[config.mk]
export PLATFORM = sky130hd
export DESIGN_NAME = delta_cycle_scheduler
export DESIGN_NICKNAME = d
export VERILOG_FILES = /design/src/rtl/sched_pkg.sv /design/src/rtl/rr_arbiter.sv /design/src/rtl/delta_cycle_scheduler.sv
export SDC_FILE = /design/constraint.sdc
export NUM_CORES = 1
export LEC_CHECK = 0
export BUFFER_PORTS_ARGS = -buffer_cell sky130_fd_sc_hd__buf_2
export CAP_MARGIN = 20
export CORE_UTILIZATION = 59
export CTS_CLUSTER_DIAMETER = 50
export CTS_CLUSTER_SIZE = 14
export DETAILED_ROUTE_END_ITERATION = 6
export GPL_TIMING_DRIVEN = 0
export PLACE_DENSITY_LB_ADDON = 0.2
export REMOVE_ABC_BUFFERS = 1
export SETUP_SLACK_MARGIN = 0.5
export SLEW_MARGIN = 20
export SYNTH_ARGS = -nofsm -noshare
export SYNTH_HDL_FRONTEND = slang
export SYNTH_SLANG_ARGS = --single-unit
[constraint.sdc]
create_clock -name i_clk -period 4.9 [get_ports i_clk]
set_input_delay 0.245 -clock i_clk [delete_from_list [all_inputs] [get_ports i_clk]]
set_output_delay 0.245 -clock i_clk [all_outputs]
set_load 0.02 [all_outputs]
[src/rtl/sched_pkg.sv]
// Shared types and helpers for the delta-cycle scheduler: FSM state encoding
// and a one-hot to binary index conversion.
package sched_pkg;

  typedef enum logic [1:0] {
    ST_IDLE = 2'd0,
    ST_EVAL = 2'd1,
    ST_DONE = 2'd2,
    ST_OSC  = 2'd3
  } sched_state_t;

  localparam int unsigned OH_MAX_W = 32;

  // Index of the set bit in a one-hot vector (0 when the vector is all zero).
  function automatic int unsigned onehot_to_bin(input logic [OH_MAX_W-1:0] oh);
    int unsigned idx;
    idx = 0;
    for (int unsigned i = 0; i < OH_MAX_W; i++) begin
      if (oh[i]) idx = i;
    end
    return idx;
  endfunction

endpackage

[src/rtl/rr_arbiter.sv]
// Combinational round-robin picker: grants the first requester at or after
// i_ptr, wrapping from N-1 back to 0.
module rr_arbiter
  import sched_pkg::*;
#(
  parameter int unsigned N    = 4,
  parameter int unsigned ID_W = $clog2(N)
) (
  input  logic [N-1:0]    i_req,
  input  logic [ID_W-1:0] i_ptr,
  output logic [N-1:0]    o_gnt,
  output logic [ID_W-1:0] o_gnt_id
);

  logic [ID_W:0] w_idx;
  logic          w_found;

  always_comb begin
    o_gnt   = '0;
    w_found = 1'b0;
    w_idx   = '0;
    for (int unsigned k = 0; k < N; k++) begin
      w_idx = {1'b0, i_ptr} + (ID_W+1)'(k);
      if (w_idx >= (ID_W+1)'(N)) w_idx = w_idx - (ID_W+1)'(N);
      if (!w_found && i_req[w_idx[ID_W-1:0]]) begin
        o_gnt[w_idx[ID_W-1:0]] = 1'b1;
        w_found                = 1'b1;
      end
    end
  end

  assign o_gnt_id = ID_W'(onehot_to_bin(OH_MAX_W'(o_gnt)));

endmodule

[src/rtl/delta_cycle_scheduler.sv]
// Active-region loop: grants pending evaluation processes one per cycle in
// round-robin order until the pending set drains or the iteration cap is hit.
module delta_cycle_scheduler
  import sched_pkg::*;
#(
  parameter int unsigned N_PROC   = 4,
  parameter int unsigned MAX_ITER = 8,
  parameter int unsigned ID_W     = $clog2(N_PROC),
  parameter int unsigned ITER_W   = $clog2(MAX_ITER + 1)
) (
  input  logic              i_clk,
  input  logic              i_rst,
  input  logic              i_start,
  input  logic [N_PROC-1:0] i_trig,
  output logic [N_PROC-1:0] o_grant,
  output logic [ID_W-1:0]   o_grant_id,
  output logic              o_busy,
  output logic              o_done,
  output logic              o_osc,
  output logic [ITER_W-1:0] o_iter_cnt
);

  sched_state_t      r_state;
  sched_state_t      w_state_nxt;
  logic [N_PROC-1:0] r_pending;
  logic [N_PROC-1:0] w_pending_after;
  logic [ID_W-1:0]   r_rr_ptr;
  logic [ID_W-1:0]   w_rr_ptr_nxt;
  logic [ITER_W-1:0] r_iter_cnt;
  logic [N_PROC-1:0] w_arb_gnt;
  logic [ID_W-1:0]   w_arb_id;
  logic              w_grant_en;
  logic              w_restart;

  rr_arbiter #(
    .N    (N_PROC),
    .ID_W (ID_W)
  ) u_rr_arbiter (
    .i_req    (r_pending),
    .i_ptr    (r_rr_ptr),
    .o_gnt    (w_arb_gnt),
    .o_gnt_id (w_arb_id)
  );

  // Pending set as it would stand after the arbiter's pick is served; a
  // same-cycle trigger keeps the grantee pending.
  assign w_pending_after = (r_pending & ~w_arb_gnt) | i_trig;

  // Next-state and state-decoded outputs.
  always_comb begin
    w_state_nxt = r_state;
    w_grant_en  = 1'b0;
    o_busy      = 1'b0;
    o_done      = 1'b0;
    o_osc       = 1'b0;
    case (r_state)
      ST_IDLE: begin
        if (i_start) w_state_nxt = ST_EVAL;
      end
      ST_EVAL: begin
        o_busy = 1'b1;
        if (r_pending == '0) begin
          w_state_nxt = ST_DONE;
        end else if (r_iter_cnt == ITER_W'(MAX_ITER)) begin
          w_state_nxt = ST_OSC;
        end else begin
          w_grant_en = 1'b1;
          // Settle is seen at the edge of the final grant so done follows it directly.
          if (w_pending_after == '0) w_state_nxt = ST_DONE;
        end
      end
      ST_DONE: begin
        o_done      = 1'b1;
        w_state_nxt = ST_IDLE;
      end
      ST_OSC: begin
        o_osc = 1'b1;
        if (i_start) w_state_nxt = ST_IDLE;
      end
      default: w_state_nxt = ST_IDLE;
    endcase
  end

  assign o_grant    = w_grant_en ? w_arb_gnt : '0;
  assign o_grant_id = w_grant_en ? w_arb_id : '0;
  assign o_iter_cnt = r_iter_cnt;

  assign w_restart    = i_start && (r_state == ST_IDLE || r_state == ST_OSC);
  assign w_rr_ptr_nxt = (w_arb_id == ID_W'(N_PROC - 1)) ? '0 : w_arb_id + ID_W'(1);

  always_ff @(posedge i_clk or posedge i_rst) begin
    if (i_rst) begin
      r_state <= ST_IDLE;
    end else begin
      r_state <= w_state_nxt;
    end
  end

  // Triggers accumulate in every state; leaving OSC discards the stale set.
  always_ff @(posedge i_clk or posedge i_rst) begin
    if (i_rst) begin
      r_pending <= '0;
    end else if (r_state == ST_OSC && i_start) begin
      r_pending <= i_trig;
    end else begin
      r_pending <= (r_pending & ~o_grant) | i_trig;
    end
  end

  always_ff @(posedge i_clk or posedge i_rst) begin
    if (i_rst) begin
      r_rr_ptr   <= '0;
      r_iter_cnt <= '0;
    end else begin
      if (w_grant_en) begin
        r_rr_ptr   <= w_rr_ptr_nxt;
        r_iter_cnt <= r_iter_cnt + ITER_W'(1);
      end else if (w_restart) begin
        r_iter_cnt <= '0;
      end
    end
  end

endmodule

==> results.cfg <==
[route]
drt-pass1-iter-count = 4
detail_route.iter0.violations = 34
antenna_left = 0
post_drt_via_cell_ratio = 6.036
wl_um = 2518
num_vias = 1008
drc_errors = 0
wire_per_inst_um = 15.08

[critical_path]
r2r_start = r_rr_ptr[0]
crit_required_ns = 4.66
end_kind = output pin
rr_endpoint = r_state[0]
cp_max_fo = 10
critPathKind = reg -> out
ff2ff_path_depth = 8
worstSetupStartpointType = flop
r2r_slack_ns = 1.94
worstPathArrival_ns = 3.14

[synth]
synth_compound_area_share_pct = 18.95
synthMuxAreaShare_pct = 8.361
synth-simple-area-share_pct = 25.75
ys_seq_area_share_pct = 26.76
synth_largest_area_cell = dfrtp_1
synthAdderAreaFrac_pct = 13.38
synth.ff_latch_count = 12
synthArstFlopShare_pct = 100.0
syn_inst = 121
yosysUniqueCellTypes = 42
synth_common_cells = 15 x nand2_1, 12 x dfrtp_1, 12 x ha_1
netlist_top_cells_area = dfrtp_1 27%, ha_1 13%, mux4_2 6.0%
synth_edf_count = 0
synthXorXnorAreaFrac_pct = 0.7804
synth_top_family_by_area = simple AND/OR/NAND/NOR gates
syn_area_um2 = 1122
avgSynthCellArea_um2 = 9.275
yosysWarnings = 0
yosysTopAreaCellShare_pct = 26.76
synth_ff_type = dfrtp_1
synthMostInstantiatedCell = nand2_1

[grt]
overflow = 0
grtUsageMet2_pct = 46.29
grt_max_degree = 13
use_met1_pct = 41.69
grt_first_pass_wirelength_um = 4264
grt_usage_pct = 28.75
antenna_found_initial = 0
grt.busiest_layer = met2
grt_pass1_vias = 923
grt_use_met3_pct = 2.778

[layout]
drive_gt1_share_pct = 22.54
final_nets = 162
multi_input_area_um2 = 754.5
fillerInstances = 142
seq_area_um2 = 300.3
areaGrowthSynthToFinish_pct = 13.04
antennaDiodeCount = 0

[clocking]
clk_latency_ns = 0.27
postCtsSetupRepairBufs = 0
htreeDepth = 1
cts_tree = built
cts_root_buf = clkbuf_4
clock_path_buffers = 2
cts_sinks = 12
clkTransAtPathRegs_ns = 0.09
cts_buffers = 3

[worst_hold_path]
hold_start = i_trig[2]
hp-class = in -> reg
hold_end = r_pending[2]
whs_path_depth = 2

[pwr]
p_sw_w = 0.0004668
switching_share_pct = 51.65
seq_power_share_pct = 23.7
leakagePower_nw = 0.6120
total_power_w = 0.0009039
vdd_drop_max_v = 0.0004850
p_clk_share_pct = 9.0
powerDensity_nw_per_um2 = 712.4
comb_power_share_pct = 67.3
intPower_w = 0.0004371

[floorplanning]
core_area_um2 = 1745
die_area_um2 = 2081
rows = 15
die_x_um = 45.62
start_util_pct = 64.30
pin_count = 20
die_h_um = 45.62

[timing]
clock-skew-final_ns = 0.001414
final_hold_viol_count = 0
setup_viol = 0
rsz0062_at_grt = no
clock.fmax_mhz = 295.4
relSlewSlack_pct = 46.18
drv_slew = 0
fin_setup_tns_ns = 0
worst-slew-pin-transition_ns = 0.8056
post-route-period-util_pct = 69.08
finalCriticalPeriod_ns = 3.385
worst_hold_slack_ns = 0.1798
setup_slack_ns = 1.515

[job]
drv_cap = 0

[placed_design]
place.gp.congestion = 0.9043
hpwl_um = 1927
port_buffers = 19
place_worst_setup_slack_ns = 1.835

[status]
status = complete, no violations
-- worst max-delay path by stage --
stage	from	end	cells after the start
3_5_place_dp	r_rr_ptr[0]	o_grant_id[0]	9
6_report	r_rr_ptr[0]	o_grant_id[0]	9
4_1_cts	r_rr_ptr[0]	o_grant_id[0]	9
2_1_floorplan	r_rr_ptr[0]	o_grant_id[0]	8
5_1_grt	r_rr_ptr[0]	o_grant_id[0]	9
3_3_place_gp	r_rr_ptr[0]	o_grant_id[0]	9
-- metrics by stage --
| stage | utilization (%) | instances | instance area (um2) |
|---|---|---|---|
| 2_1_floorplan | - | 118 | 1096 |
| 3_3_place_gp | 70.04 | 162 | 1222 |
| 3_5_place_dp | 70.04 | 162 | 1222 |
| 4_1_cts | 72.69 | 167 | 1269 |
| 5_1_grt | 72.69 | 167 | 1269 |
| 6_report | 72.69 | 167 | 1269 |
-- registers in the layout, summed over array words and instances (netlist names) --
signal,count
o_iter_cnt,4
r_state,2
r_pending,4
r_rr_ptr,2
-- power by group through the flow --
stage / combinational (W) / sequential, W / clock (W)
2_1_floorplan: 0.000449 / 0.000209 / 0
3_3_place_gp: 0.000583 / 0.000209 / 0
3_5_place_dp: 0.000594 / 0.000216 / 0
4_1_cts: 0.000602 / 0.000213 / 0.0000799
5_1_grt: 0.000667 / 0.000225 / 0.0000840
6_report: 0.000609 / 0.000214 / 0.0000811
-- per-layer routing --
| metal | vias to the layer above | share of wire, % |
|---|---|---|
| met5 | - | 0 |
| li1 | 492 | - |
| met4 | 0 | 0.87 |
| met3 | 4 | 5.9 |
| met1 | 477 | 45 |
| met2 | 35 | 48 |
-- worst max-delay path: stages (launching register included) --
cell      delay (ns)
dfrtp_1         0.60
inv_1           0.12
ha_1            0.35
mux4_2          0.61
and2b_1         0.21
a221oi_1        0.31
and2_1          0.21
nand2b_1        0.19
o21ai_0         0.10
buf_2           0.17
-- cells in the final DEF (no fill, tap or decap), types with 2 or more instances in the layout --
master	Yosys	layout
nor4_1	3	3
nor2_1	8	8
nor2b_1	2	2
o21ai_0	8	8
buf_2	0	19
nand2_1	15	15
nand3b_1	3	3
and3_1	3	3
clkbuf_4	0	3
inv_1	11	11
o21a_1	2	2
nand2b_1	2	2
o211ai_1	3	3
mux4_2	3	3
a31o_2	3	3
nand4_1	2	2
dfrtp_1	12	12
and2_1	2	2
ha_1	12	12
a221oi_1	2	2
-- timing repair --
action	CTS	global route
endpoints found under the hold margin	12	0
resized for setup	0	0
hold buffers	1	0
-- cells by family (layout without fill, tap and decap cells) --
kind of cell | count (synthesis) | after routing
fa+ha+maj | 12 | 12
buf+inv | 14 | 35
compound gates | 29 | 29
mux | 4 | 4
simple gates | 49 | 49
flops | 12 | 12
xor+xnor | 1 | 1
-- cell type report --
class | instances | share of cell area (%)
Clock buffer | 4 | 2.860
Inverter | 11 | 3.254
Multi-Input combinational cell | 95 | 59.47
Sequential cell | 12 | 23.67
Tap cell | 25 | 2.465
Timing Repair Buffer | 20 | 8.284
Power figures use the tool's default switching activity.
